File: src/rtl/ci_bus_pkg.sv
// Shared definitions for the CI control-bus arbiter: space codes, sequencer
// states, request record and the idle (parked) bus values.
package ci_bus_pkg;

    localparam logic [1:0] SPACE_ATTR   = 2'd0;
    localparam logic [1:0] SPACE_COMMON = 2'd1;
    localparam logic [1:0] SPACE_IO     = 2'd2;
    localparam logic [1:0] SPACE_RSVD   = 2'd3;

    typedef enum logic [2:0] {
        ST_IDLE,
        ST_SETUP,
        ST_STROBE,
        ST_HOLD,
        ST_RESP
    } bus_state_t;

    // Parked bus values; the CI interface uses the same set when no card is present.
    localparam logic [7:0] IDLE_A      = 8'h00;
    localparam logic [6:0] IDLE_A_EXT  = 7'h00;
    localparam logic [7:0] IDLE_D      = 8'h00;
    localparam logic       IDLE_D_OE   = 1'b0;
    localparam logic       IDLE_CTL_N  = 1'b1;
    localparam logic       IDLE_BUS_OE = 1'b0;

    typedef struct packed {
        logic        id;
        logic [1:0]  space;
        logic        write;
        logic [14:0] addr;
        logic [7:0]  wdata;
    } ci_req_t;

    function automatic int max3(input int a, input int b, input int c);
        int m;
        m = (a > b) ? a : b;
        return (m > c) ? m : c;
    endfunction

endpackage

File: src/rtl/ci_rr_arbiter.sv
// Two-way round-robin grant; the last-granted port loses the next tie.
module ci_rr_arbiter (
    input  logic       clk,
    input  logic       rst,
    input  logic       en,
    input  logic [1:0] req,
    output logic [1:0] gnt
);

    logic last;

    always_comb begin
        gnt = 2'b00;
        if (en) begin
            if (req[0] && req[1])
                gnt = last ? 2'b01 : 2'b10;
            else
                gnt = req;
        end
    end

    // Reset to port 1 so port 0 wins the first contention.
    always_ff @(posedge clk) begin
        if (rst)
            last <= 1'b1;
        else if (|gnt)
            last <= gnt[1];
    end

endmodule

File: src/rtl/ci_bus_arbiter.sv
// Shares the CI control bus between two requesters and runs each granted
// access as a setup/strobe/hold cycle with a one-cycle response pulse.
module ci_bus_arbiter
    import ci_bus_pkg::*;
#(
    parameter int SETUP_CYC  = 2,
    parameter int STROBE_CYC = 10,
    parameter int HOLD_CYC   = 2
) (
    input  logic        clk,
    input  logic        rst,
    input  logic        req0_valid,
    output logic        req0_ready,
    input  logic [1:0]  req0_space,
    input  logic        req0_write,
    input  logic [14:0] req0_addr,
    input  logic [7:0]  req0_wdata,
    input  logic        req1_valid,
    output logic        req1_ready,
    input  logic [1:0]  req1_space,
    input  logic        req1_write,
    input  logic [14:0] req1_addr,
    input  logic [7:0]  req1_wdata,
    output logic        rsp_valid,
    output logic        rsp_id,
    output logic [7:0]  rsp_rdata,
    output logic        rsp_err,
    input  logic        cam_present,
    output logic [7:0]  ci_a,
    output logic [6:0]  ci_a_ext,
    input  logic [7:0]  ci_d_in,
    output logic [7:0]  ci_d_out,
    output logic        ci_d_oe,
    output logic        ci_reg_n,
    output logic        ci_ce1_n,
    output logic        ci_oe_n,
    output logic        ci_we_n,
    output logic        ci_iord_n,
    output logic        ci_iowr_n,
    input  logic        ci_inpack_n,
    output logic        bus_oe,
    output logic        busy
);

    localparam int CNT_W = $clog2(max3(SETUP_CYC, STROBE_CYC, HOLD_CYC) + 1);

    bus_state_t       state;
    logic [CNT_W-1:0] cnt;
    logic [1:0]       gnt;
    ci_req_t          sel;
    logic             own_id, own_io, own_write;
    logic [7:0]       samp_d;
    logic             samp_inpack_n;

    ci_rr_arbiter u_arb (
        .clk (clk),
        .rst (rst),
        .en  ((state == ST_IDLE) && !rst),
        .req ({req1_valid, req0_valid}),
        .gnt (gnt)
    );

    assign req0_ready = gnt[0];
    assign req1_ready = gnt[1];
    assign busy       = (state != ST_IDLE);

    always_comb begin
        if (gnt[1])
            sel = '{id: 1'b1, space: req1_space, write: req1_write, addr: req1_addr, wdata: req1_wdata};
        else
            sel = '{id: 1'b0, space: req0_space, write: req0_write, addr: req0_addr, wdata: req0_wdata};
    end

    always_ff @(posedge clk) begin
        if (rst) begin
            state         <= ST_IDLE;
            cnt           <= '0;
            own_id        <= 1'b0;
            own_io        <= 1'b0;
            own_write     <= 1'b0;
            samp_d        <= '0;
            samp_inpack_n <= 1'b1;
            rsp_valid     <= 1'b0;
            rsp_id        <= 1'b0;
            rsp_rdata     <= '0;
            rsp_err       <= 1'b0;
            ci_a          <= IDLE_A;
            ci_a_ext      <= IDLE_A_EXT;
            ci_d_out      <= IDLE_D;
            ci_d_oe       <= IDLE_D_OE;
            ci_reg_n      <= IDLE_CTL_N;
            ci_ce1_n      <= IDLE_CTL_N;
            ci_oe_n       <= IDLE_CTL_N;
            ci_we_n       <= IDLE_CTL_N;
            ci_iord_n     <= IDLE_CTL_N;
            ci_iowr_n     <= IDLE_CTL_N;
            bus_oe        <= IDLE_BUS_OE;
        end else begin
            rsp_valid <= 1'b0;
            rsp_id    <= 1'b0;
            rsp_rdata <= '0;
            rsp_err   <= 1'b0;
            case (state)
                ST_IDLE: begin
                    if (|gnt) begin
                        own_id    <= sel.id;
                        own_io    <= (sel.space == SPACE_IO);
                        own_write <= sel.write;
                        // Rejected requests answer immediately and never touch the pins.
                        if (sel.space == SPACE_RSVD || !cam_present) begin
                            state     <= ST_RESP;
                            rsp_valid <= 1'b1;
                            rsp_id    <= sel.id;
                            rsp_err   <= 1'b1;
                        end else begin
                            state    <= ST_SETUP;
                            cnt      <= CNT_W'(SETUP_CYC - 1);
                            ci_a     <= sel.addr[7:0];
                            ci_a_ext <= sel.addr[14:8];
                            ci_ce1_n <= 1'b0;
                            ci_reg_n <= (sel.space == SPACE_COMMON);
                            bus_oe   <= 1'b1;
                            if (sel.write) begin
                                ci_d_out <= sel.wdata;
                                ci_d_oe  <= 1'b1;
                            end
                        end
                    end
                end
                ST_SETUP: begin
                    if (cnt == '0) begin
                        state <= ST_STROBE;
                        cnt   <= CNT_W'(STROBE_CYC - 1);
                        if (own_io) begin
                            ci_iowr_n <= !own_write;
                            ci_iord_n <= own_write;
                        end else begin
                            ci_we_n <= !own_write;
                            ci_oe_n <= own_write;
                        end
                    end else begin
                        cnt <= cnt - CNT_W'(1);
                    end
                end
                ST_STROBE: begin
                    if (cnt == '0) begin
                        state         <= ST_HOLD;
                        cnt           <= CNT_W'(HOLD_CYC - 1);
                        ci_oe_n       <= IDLE_CTL_N;
                        ci_we_n       <= IDLE_CTL_N;
                        ci_iord_n     <= IDLE_CTL_N;
                        ci_iowr_n     <= IDLE_CTL_N;
                        samp_d        <= ci_d_in;
                        samp_inpack_n <= ci_inpack_n;
                    end else begin
                        cnt <= cnt - CNT_W'(1);
                    end
                end
                ST_HOLD: begin
                    if (cnt == '0) begin
                        state     <= ST_RESP;
                        ci_a      <= IDLE_A;
                        ci_a_ext  <= IDLE_A_EXT;
                        ci_d_out  <= IDLE_D;
                        ci_d_oe   <= IDLE_D_OE;
                        ci_reg_n  <= IDLE_CTL_N;
                        ci_ce1_n  <= IDLE_CTL_N;
                        bus_oe    <= IDLE_BUS_OE;
                        rsp_valid <= 1'b1;
                        rsp_id    <= own_id;
                        if (own_io && !own_write && samp_inpack_n)
                            rsp_err <= 1'b1;
                        else if (!own_write)
                            rsp_rdata <= samp_d;
                    end else begin
                        cnt <= cnt - CNT_W'(1);
                    end
                end
                ST_RESP: state <= ST_IDLE;
                default: state <= ST_IDLE;
            endcase
        end
    end

endmodule

File: config.mk
export PLATFORM = sky130hd
export DESIGN_NAME = ci_bus_arbiter
export DESIGN_NICKNAME = d
export VERILOG_FILES = /design/src/rtl/ci_bus_pkg.sv /design/src/rtl/ci_rr_arbiter.sv /design/src/rtl/ci_bus_arbiter.sv
export SDC_FILE = /design/constraint.sdc
export NUM_CORES = 1
export LEC_CHECK = 0
export CAP_MARGIN = 20
export CORE_ASPECT_RATIO = 0.5
export CORE_MARGIN = 8
export CORE_UTILIZATION = 39
export DETAILED_ROUTE_END_ITERATION = 10
export GPL_ROUTABILITY_DRIVEN = 0
export PLACE_DENSITY_LB_ADDON = 0.2
export SYNTH_ARGS = -nofsm -noshare
export SYNTH_HDL_FRONTEND = slang
export SYNTH_HIERARCHICAL = 1
export SYNTH_SLANG_ARGS = --single-unit
export TNS_END_PERCENT = 30
File: constraint.sdc
create_clock -name clk -period 2.4 [get_ports clk]
set_clock_uncertainty 0.05 [all_clocks]
set_input_delay 0.36 -clock clk [delete_from_list [all_inputs] [get_ports clk]]
set_output_delay 0.36 -clock clk [all_outputs]
set_load 0.02 [all_outputs]
==> metrics <==
outcome complete, no violations; Initial Util 0.408; Non-Filler Instances 501; Post-Route WL 7.96 mm; post-layout minimum cycle time 2.30 ns; FF-to-FF Start state[1]; synthesized-area fraction occupied by adder cells 0.00452; mux contribution to synthesized area 0.130; die outline area 0.0102 sq mm; PortBufs 110; Hold Path Class reg2reg; worst hold start samp_d[2]; unrepaired setup endpoints after global routing false; register area share after synthesis 0.449; Sequential Power Share 0.344; Placed Instances 485; Area Overhead vs Synth 57.1%; num rows 21; Mapped Nets 354; CP max stage cell clkdlybuf4s50_1; Async SR Flop Fraction 0; fin nets 471; Hold WS 0.401 ns; Cell Chain, Critical Path nor4_4, nand2_1, a21oi_4, clkdlybuf4s50_1; Rel. slew slack 0.643; CTS tree built; Placed Area 0.00403 sq mm; main combinational cell family by area after synthesis compound AO/OA/AOI/OAI gates; worst-case reg-to-reg path depth 8; synthesized area 0.00277 sq mm; final instance area 0.00434 sq mm; RR Endpoint ci_d_out[2]; Worst EP arrival 1.89 ns; Max Freq 0.434 GHz; first-pass GRT wire length 12.9 mm; gr usage total 0.160; post-route ant nets 0; Critical Path Source Type register; initial drt markers 128; Hold Path Cell Cnt 1; Ys Warns 6; share of layout cells above drive strength 1 0.0905; total number of vias 2592; clock network fraction of total power 0.390; # diodes 0; H-tree depth 3; WP data required 1.99 ns; Clock Path Buffers 2; Leak 1.65 nW; DP HPWL 6.05 mm; Yosys cell types 55; dominant register cell in the synthesized netlist dfxtp_1; Slew Limit Fails 0; Worst Tran Pin Value 0.535 ns; Post-CTS Setup Repair Bufs 0; Worst setup EP type output pin; clock slew at reported path FFs 0.05 ns; Net Switching 0.985 mW; Final Cycle Share 0.959; crit path buf inv count 1; Util after Layout 0.641; final worst setup slack 0.0979 ns; Synth Area in XOR/XNOR 0.00317; R2R setup slack 0.22 ns; DRC Markers 0; final hold viol count 0; Setup-failing EPs final 0; routed len/inst 15.9 um; mean post-synth cell area 9.63 sq um; CP Class reg2out; Hold Path Sink rsp_rdata[2]; die span in x 135 um; Power Internal 2.48 mW; Peak VDD IR 0.000406 V; DR vias/cell 5.17; power density of the placed cells 798 mW/mm^2; Synth Area in Compound Gates 0.196; #FFs+latches synth 62; Initial DRT Pass Iterations 4; setup TNS 0 ns; largest net degree at the start of global routing 50; crit path launch state[1]; Simple-Gate Fraction of Synth Area 0.137; Gate power share 0.265; Root Buffer clkbuf_16; CTS Buf Count 9; post-synthesis cell count 287; TritonCTS Sinks 62; GRT overflow 0; Ports 111; Setup WS pre-CTS 0.0374 ns; initial antenna violation count 0; family with the most delay on the worst path buffers and inverters; Skew-Pair Late Insertion Delay 0.32 ns; # Max-Cap Violations 0; Tot Pwr 3.47 mW; CP peak stage delay 0.64 ns; area of the core 0.00678 sq mm; Crit Path Max Fanout 5; Switching Fraction 0.284; die height 75.5 um; vias in the first global route 2688; Post-synth EDFFs 0
-- logic make-up (layout without fill, tap and decap cells) --
logic type,after synthesis,count (layout)
simple gates,70,70
compound gates,66,66
flops,62,62
buf+inv,51,173
mux,36,36
fa+ha+maj,1,1
xor+xnor,1,1
-- worst max-delay path by stage --
stage / endpoint / slack (ns) / cells past startpoint
floorplan: ci_a[1] / 0.04 / 10
CTS: req1_ready / 0.07 / 4
global route: req1_ready / 0.002 / 4
detailed placement: ci_d_out[2] / 0.04 / 8
finish: req1_ready / 0.1 / 4
global placement: ci_d_out[2] / 0.11 / 8
-- layout make-up --
cell class / count / area (sq um)
clock inverter: 6 / 86.3
sequential: 62 / 1240
tap: 92 / 115
inverter: 34 / 128
clock buffer: 10 / 229
fill: 567 / 2430
multi-input combinational: 174 / 1330
timing repair buffer: 123 / 1220
-- cell usage after synthesis (2+ instances only) --
| master | n | area (sq um) |
|---|---|---|
| a21oi_1 | 8 | 40.0 |
| a32oi_1 | 3 | 26.3 |
| or3_1 | 2 | 12.5 |
| o21a_1 | 2 | 15.0 |
| nor2_1 | 19 | 71.3 |
| a211o_1 | 2 | 17.5 |
| mux2i_1 | 36 | 360 |
| a211oi_1 | 2 | 15.0 |
| nand3_1 | 4 | 20.0 |
| o211a_1 | 2 | 20.0 |
| nand2_1 | 18 | 67.6 |
| inv_1 | 33 | 124 |
| buf_1 | 3 | 11.3 |
| buf_6 | 3 | 33.8 |
| o21ai_0 | 4 | 20.0 |
| nor3_1 | 2 | 10.0 |
| and3b_1 | 2 | 17.5 |
| clkbuf_1 | 8 | 30.0 |
| o32ai_1 | 24 | 210 |
| and2_1 | 10 | 62.6 |
| o22ai_1 | 2 | 12.5 |
| nand3b_1 | 2 | 15.0 |
| dfxtp_1 | 62 | 1240 |
| buf_2 | 2 | 10.0 |
| and3_1 | 2 | 12.5 |
-- routing by layer --
layer | wire [um] | track usage
met5 | 0 | 0
met2 | 3860 | 0.269
met3 | 790 | 0.0770
met1 | 3200 | 0.174
met4 | 111 | 0.0646
-- cells in the final DEF, fill, tap and decap left out, types with 2 or more instances in the layout --
cell type / count
o21ai_0: 4
nand3_1: 4
or3_1: 2
bufinv_16: 2
clkbuf_16: 9
and2_1: 10
nand3b_1: 2
nand2_1: 18
o211a_1: 2
a211oi_1: 2
inv_1: 33
a21oi_1: 6
clkdlybuf4s50_1: 108
and3b_1: 2
clkinv_2: 2
o21a_1: 2
nor2_1: 19
buf_4: 11
buf_12: 2
and3_1: 2
nor3_1: 2
a211o_1: 2
mux2i_1: 36
a32oi_1: 3
dfxtp_1: 62
o22ai_1: 2
o32ai_1: 24
-- repair_timing --
action	in CTS	in global routing
resized for setup	1	0
setup endpoints to repair	1	0
hold buffers	0	0
-- power by group through the flow --
stage                     clock network [mW]  logic [mW]  registers, mW
after floorplan                            0       0.500           1.26
after global placement                     0       0.904           1.21
after detailed placement                   0       0.920           1.21
after CTS                               1.38       0.923           1.19
after global routing                    1.44        1.00           1.21
final                                   1.35       0.920           1.19
-- flip-flops by register name (all words and copies together) (netlist names), 3 cells and up --
name,count
ci_a_ext,7
state,3
cnt,4
samp_d,8
rsp_rdata,8
ci_d_out,8
ci_a,8
No activity file was read; power rests on OpenSTA's default activity.
==> patch 1: new RTL, same settings <==
Re-encode `bus_state_t` (5 states) as one-hot, 5 bits wide.
--- a/src/rtl/ci_bus_pkg.sv
+++ b/src/rtl/ci_bus_pkg.sv
@@ -7,12 +7,12 @@
     localparam logic [1:0] SPACE_IO     = 2'd2;
     localparam logic [1:0] SPACE_RSVD   = 2'd3;
 
-    typedef enum logic [2:0] {
-        ST_IDLE,
-        ST_SETUP,
-        ST_STROBE,
-        ST_HOLD,
-        ST_RESP
+    typedef enum logic [4:0] {
+        ST_IDLE   = 5'b00001,
+        ST_SETUP  = 5'b00010,
+        ST_STROBE = 5'b00100,
+        ST_HOLD   = 5'b01000,
+        ST_RESP   = 5'b10000
     } bus_state_t;
 
     // Parked bus values; the CI interface uses the same set when no card is present.
Function: same outputs for any inputs over 10 cycles, from zero or initial values and one cycle with rst high; not proved beyond that.
==> patch 1 against the unedited design <==
The flow now finishes with violations (setup timing). Sequential power is 5% lower. Worst setup slack worse by 350 ps. Global-route usage is 1.6 points higher. Area after synthesis is 2.9% higher. Via count is 11% higher. Wire length is 16% higher. Cell area is 11% higher. Total power is 13% lower. Maximum frequency is 13% lower. Count of clock-buffer cells in the layout is 1 lower. Sequential cell count is 2 higher. Critical path type is now flip-flop to flip-flop. Highest routed layer unchanged.
==> patch 1: results (changes against the unedited design) <==
Global route:
- The via count of the first global-routing pass is 3,066 (was 2,688).
- The first-pass GRT wire length was 14,600 um (was 12,900 um).
- The aggregate global-route resource usage was 0.176 (was 0.160).

Synth:
- The total nets after synthesis was 387 (was 354).
- Most frequent cells after synthesis: 64 x sky130_fd_sc_hd__dfxtp_1, 36 x sky130_fd_sc_hd__nor2_1, 30 x sky130_fd_sc_hd__nand2_1 (was 62 x sky130_fd_sc_hd__dfxtp_1, 36 x sky130_fd_sc_hd__mux2i_1, 33 x sky130_fd_sc_hd__inv_1).
- The share of the yosys chip area belonging to registers is 0.451 (was 0.449).
- The number of distinct library cells after synthesis was 47 (was 55).
- The post-synthesis average cell area is 8.92 sq um (was 9.63 sq um).
- The post-synthesis share of cell area spent on full adders, half adders and majority gates is 0.00880 (was 0.00452).
- The post-synthesis compound-gate area fraction is 0.165 (was 0.196).
- The area share of xor/xnor cells in the synthesized design was 0.00308 (was 0.00317).

Power:
- The total chip power was 3.02 mW (was 3.47 mW).
- The reported sequential group power was 1.13 mW (was 1.19 mW).
- The static leakage power came to 1.73 nW (was 1.65 nW).
- The switching power as a share of total power is 0.266 (was 0.284).

STA:
- The number of setup violations in the final report is 35 (was 0).
- The post-route worst setup slack is -247 ps (was 97.9 ps).

Clocking:
- The clock network latency to the later pin of the worst-skew pair came to 340 ps (was 320 ps).

Outcome:
- The checks that failed: setup timing.
- Run status: finished, violations left (was finished clean).

Finish:
- The final net count is 522 (was 471).
- The fraction of layout cells with a size suffix above 1 came to 0.222 (was 0.0905).

Routing:
- The routed length on met1 is 3610 um (was 3200 um).
- The wire length on met2 is 4670 um (was 3860 um).
- The number of DRC markers in iteration 0 was 166 (was 128).
- The via density per instance was 5.19 (was 5.17).

Place:
- The half-perimeter wire length after placement is 6670 um (was 6050 um).
- The number of cells in the design after placement is 534 (was 485).
- The placement-stage cell area is 4310 sq um (was 4030 sq um).
- The worst slack at placement is -219 ps (was 37.4 ps).

Setup path:
- The highest net fanout along the worst path is 8 (was 5).
- The largest incremental delay on the critical path came to 550 ps (was 640 ps).
- The cell class contributing the biggest share of worst-path delay is simple AND/OR/NAND/NOR gates (was buffers and inverters).
[patch 1: cell count changes after synthesis, moves of 15 or more]
cell | unedited run | this run
sky130_fd_sc_hd__a21oi_1 | 8 | 23
sky130_fd_sc_hd__a31oi_1 | 0 | 17
sky130_fd_sc_hd__inv_1 | 33 | 5
sky130_fd_sc_hd__mux2i_1 | 36 | 18
sky130_fd_sc_hd__nor2_1 | 19 | 36
sky130_fd_sc_hd__nor4_1 | 0 | 16
sky130_fd_sc_hd__o32ai_1 | 24 | 0
[patch 1: final cells by class]
type,instances,area (sq um)
clock buffer,9,225
sequential,64,1280
clock inverter,7,78.8
fill,572,2360
timing repair buffer,145,1410
inverter,5,21.3
tap,96,120
multi-input combinational,229,1690
[patch 1: timing repair]
item,4_1_cts,5_1_grt
gates resized for setup,18,26
endpoints found under the setup margin,37,48
pin swaps,3,10
setup buffers,2,1
cloned,1,1
[patch 1: kinds of logic after synthesis]
logic type / after synthesis
compound gates: 71
xor+xnor: 1
fa+ha+maj: 2
buf+inv: 26
flops: 64
mux: 28
simple gates: 127
[patch 1: worst register-to-register path, delay by kind of cell, from the launching register on]
family | cells | cell delay [ps]
compound gates | 2 | 360
buf+inv | 2 | 200
flops | 1 | 310
mux | 1 | 350
simple gates | 6 | 1320
[patch 1: per-layer routing]
layer / vias up / GRT usage
met5: - / 0
met4: 0 / 0.0620
met3: 18 / 0.0941
met2: 88 / 0.301
met1: 1347 / 0.179
li1: 1428 / -
[patch 1: final timing paths]
check	from	end	slack, ps	depth (start not counted)
worst max register to register	state[1]	ci_d_out[6]	-250	11
worst max-delay path	state[1]	ci_d_out[6]	-250	11
worst min-delay path	rst	u_arb/last	370	4
worst min register to register	samp_d[5]	rsp_rdata[5]	400	1
==> patch 2: new RTL, same flow settings <==
Without the edit above. Change the parameter `HOLD_CYC` from 2 to 4.
--- a/src/rtl/ci_bus_arbiter.sv
+++ b/src/rtl/ci_bus_arbiter.sv
@@ -5,7 +5,7 @@
 #(
     parameter int SETUP_CYC  = 2,
     parameter int STROBE_CYC = 10,
-    parameter int HOLD_CYC   = 2
+    parameter int HOLD_CYC   = 4
 ) (
     input  logic        clk,
     input  logic        rst,
Behaviour: no difference found for any inputs over 10 cycles, from zero or initial values and one cycle with rst high; that may be too few to reach the edited logic, so the function may still have changed.
==> patch 2 against the unedited design <==
Die area shrank 2.6%. Synthesized cell count shrank 3.1%. Via count is 0.23% lower. Largest cell class unchanged. Cell area grew 0.40%. Area after synthesis shrank 3.1%. Critical endpoint unchanged. Sequential cell count unchanged. Hold slack lost 5.2 ps. Worst setup slack better by 62 ps. Largest power group unchanged. Total power is 4.4% lower. Sequential share of layout area shrank 0.11 points. Wire length fell by 2.2%.
==> patch 2: results (changes against the unedited design) <==
Global route:
- The first-pass GRT wire length came to 12,700 um (was 12,900 um).
- The aggregate global-route resource usage is 0.157 (was 0.160).
- The via count of the first global-routing pass is 2,646 (was 2,688).

STA:
- The worst slack on hold paths was 396 ps (was 401 ps).
- The final critical-path share of the clock period is 0.933 (was 0.959).
- The slew at the pin closest to its max-slew limit came to 706 ps (was 535 ps).

Finish:
- The area of combinational cells with multiple inputs is 1380 sq um (was 1330 sq um).
- The fraction of layout cells with a size suffix above 1 is 0.142 (was 0.0905).
- The final net count was 477 (was 471).
- The number of fill cells was 575 (was 567).

Synth:
- Most frequent cells after synthesis: 62 x sky130_fd_sc_hd__dfxtp_1, 24 x sky130_fd_sc_hd__mux2i_1, 23 x sky130_fd_sc_hd__o2bb2ai_1 (was 62 x sky130_fd_sc_hd__dfxtp_1, 36 x sky130_fd_sc_hd__mux2i_1, 33 x sky130_fd_sc_hd__inv_1).
- The synthesized instance count is 278 (was 287).
- The share of the yosys chip area belonging to registers is 0.463 (was 0.449).

Outcome:
- Run status: finished clean (unchanged).

Power:
- The maximum ir drop on the vdd rail is 0.389 mV (was 0.406 mV).
- The switching component of the power is 0.958 mW (was 0.985 mW).
- The static leakage power was 1.60 nW (was 1.65 nW).

Place:
- The placement-stage cell area came to 4060 sq um (was 4030 sq um).
- The half-perimeter wire length after placement is 5980 um (was 6050 um).
- The worst slack at placement is -298 ps (was 37.4 ps).
- The number of cells in the design after placement is 491 (was 485).

Setup path:
- The source of the worst register-to-register timing path is cnt[0] (was state[1]).
- The highest net fanout along the worst path came to 6 (was 5).
- The arrival time of data at the critical path endpoint is 1830 ps (was 1890 ps).
- The setup slack on the worst flop-to-flop path came to 190 ps (was 220 ps).
- The beginning of the critical path is rst (was state[1]).
- The cell depth of the worst flop-to-flop path is 7 (was 8).

Routing:
- The number of DRC markers in iteration 0 is 125 (was 128).
- The via density per instance is 5.10 (was 5.17).
- The total detailed-routing wirelength came to 7790 um (was 7960 um).

Hold path:
- The critical hold path startpoint is samp_d[7] (was samp_d[2]).

Clocking:
- The quantity of gates resized following cts was 2 (was 1).
patch 2: changes by cell type after synthesis, sizes merged, moves of 4 or more:
cell,delta
a211o,+4
a21oi,+13
inv,-26
mux2i,-12
nand3,+6
o21ai,+4
o2bb2ai,+23
o32ai,-23
patch 2: how the worst min path moves through the flow:
stage                              end  cells past startpoint
after floorplan           rsp_rdata[0]                      1
after global placement    rsp_rdata[2]                      1
after detailed placement  rsp_rdata[7]                      1
after CTS                    samp_d[7]                      2
after global routing      rsp_rdata[2]                      1
final                     rsp_rdata[7]                      1
patch 2: logic make-up after synthesis:
logic type	share of synthesized area
and+or+nand+nor	0.155
buffers and inverters	0.0430
xor gates and xnor gates	0.00327
adders and majority gates	0.00467
DFF	0.463
muxes	0.0897
AOI/OAI and AO/OA	0.241
patch 2: power by group through the flow:
stage	Clock [mW]	Sequential (mW)	Combinational, mW
4_1_cts	1.26	1.18	0.893
2_1_floorplan	0	1.24	0.439
3_3_place_gp	0	1.20	0.874
5_1_grt	1.31	1.19	0.970
6_report	1.24	1.18	0.894
3_5_place_dp	0	1.20	0.891
patch 2: final cells by class:
cell class,count,share of cell area
Multi-Input combinational cell,191,0.316
Timing Repair Buffer,138,0.300
Sequential cell,62,0.285
Clock buffer,9,0.0516
Tap cell,92,0.0264
Clock inverter,7,0.0149
Inverter,8,0.00688
patch 2: routing by layer:
| metal | GRT usage | up-vias | wire, um |
|---|---|---|---|
| li1 | - | 1294 | - |
| met4 | 0.0481 | 0 | 64 |
| met2 | 0.271 | 78 | 3770 |
| met1 | 0.177 | 1209 | 3380 |
| met3 | 0.0681 | 5 | 576 |
| met5 | 0 | - | 0 |
patch 2: critical path: cells and delay by family:
kind | cells | cell delay, ps
simple gates | 2 | 340
compound gates | 1 | 170
buf+inv | 3 | 960
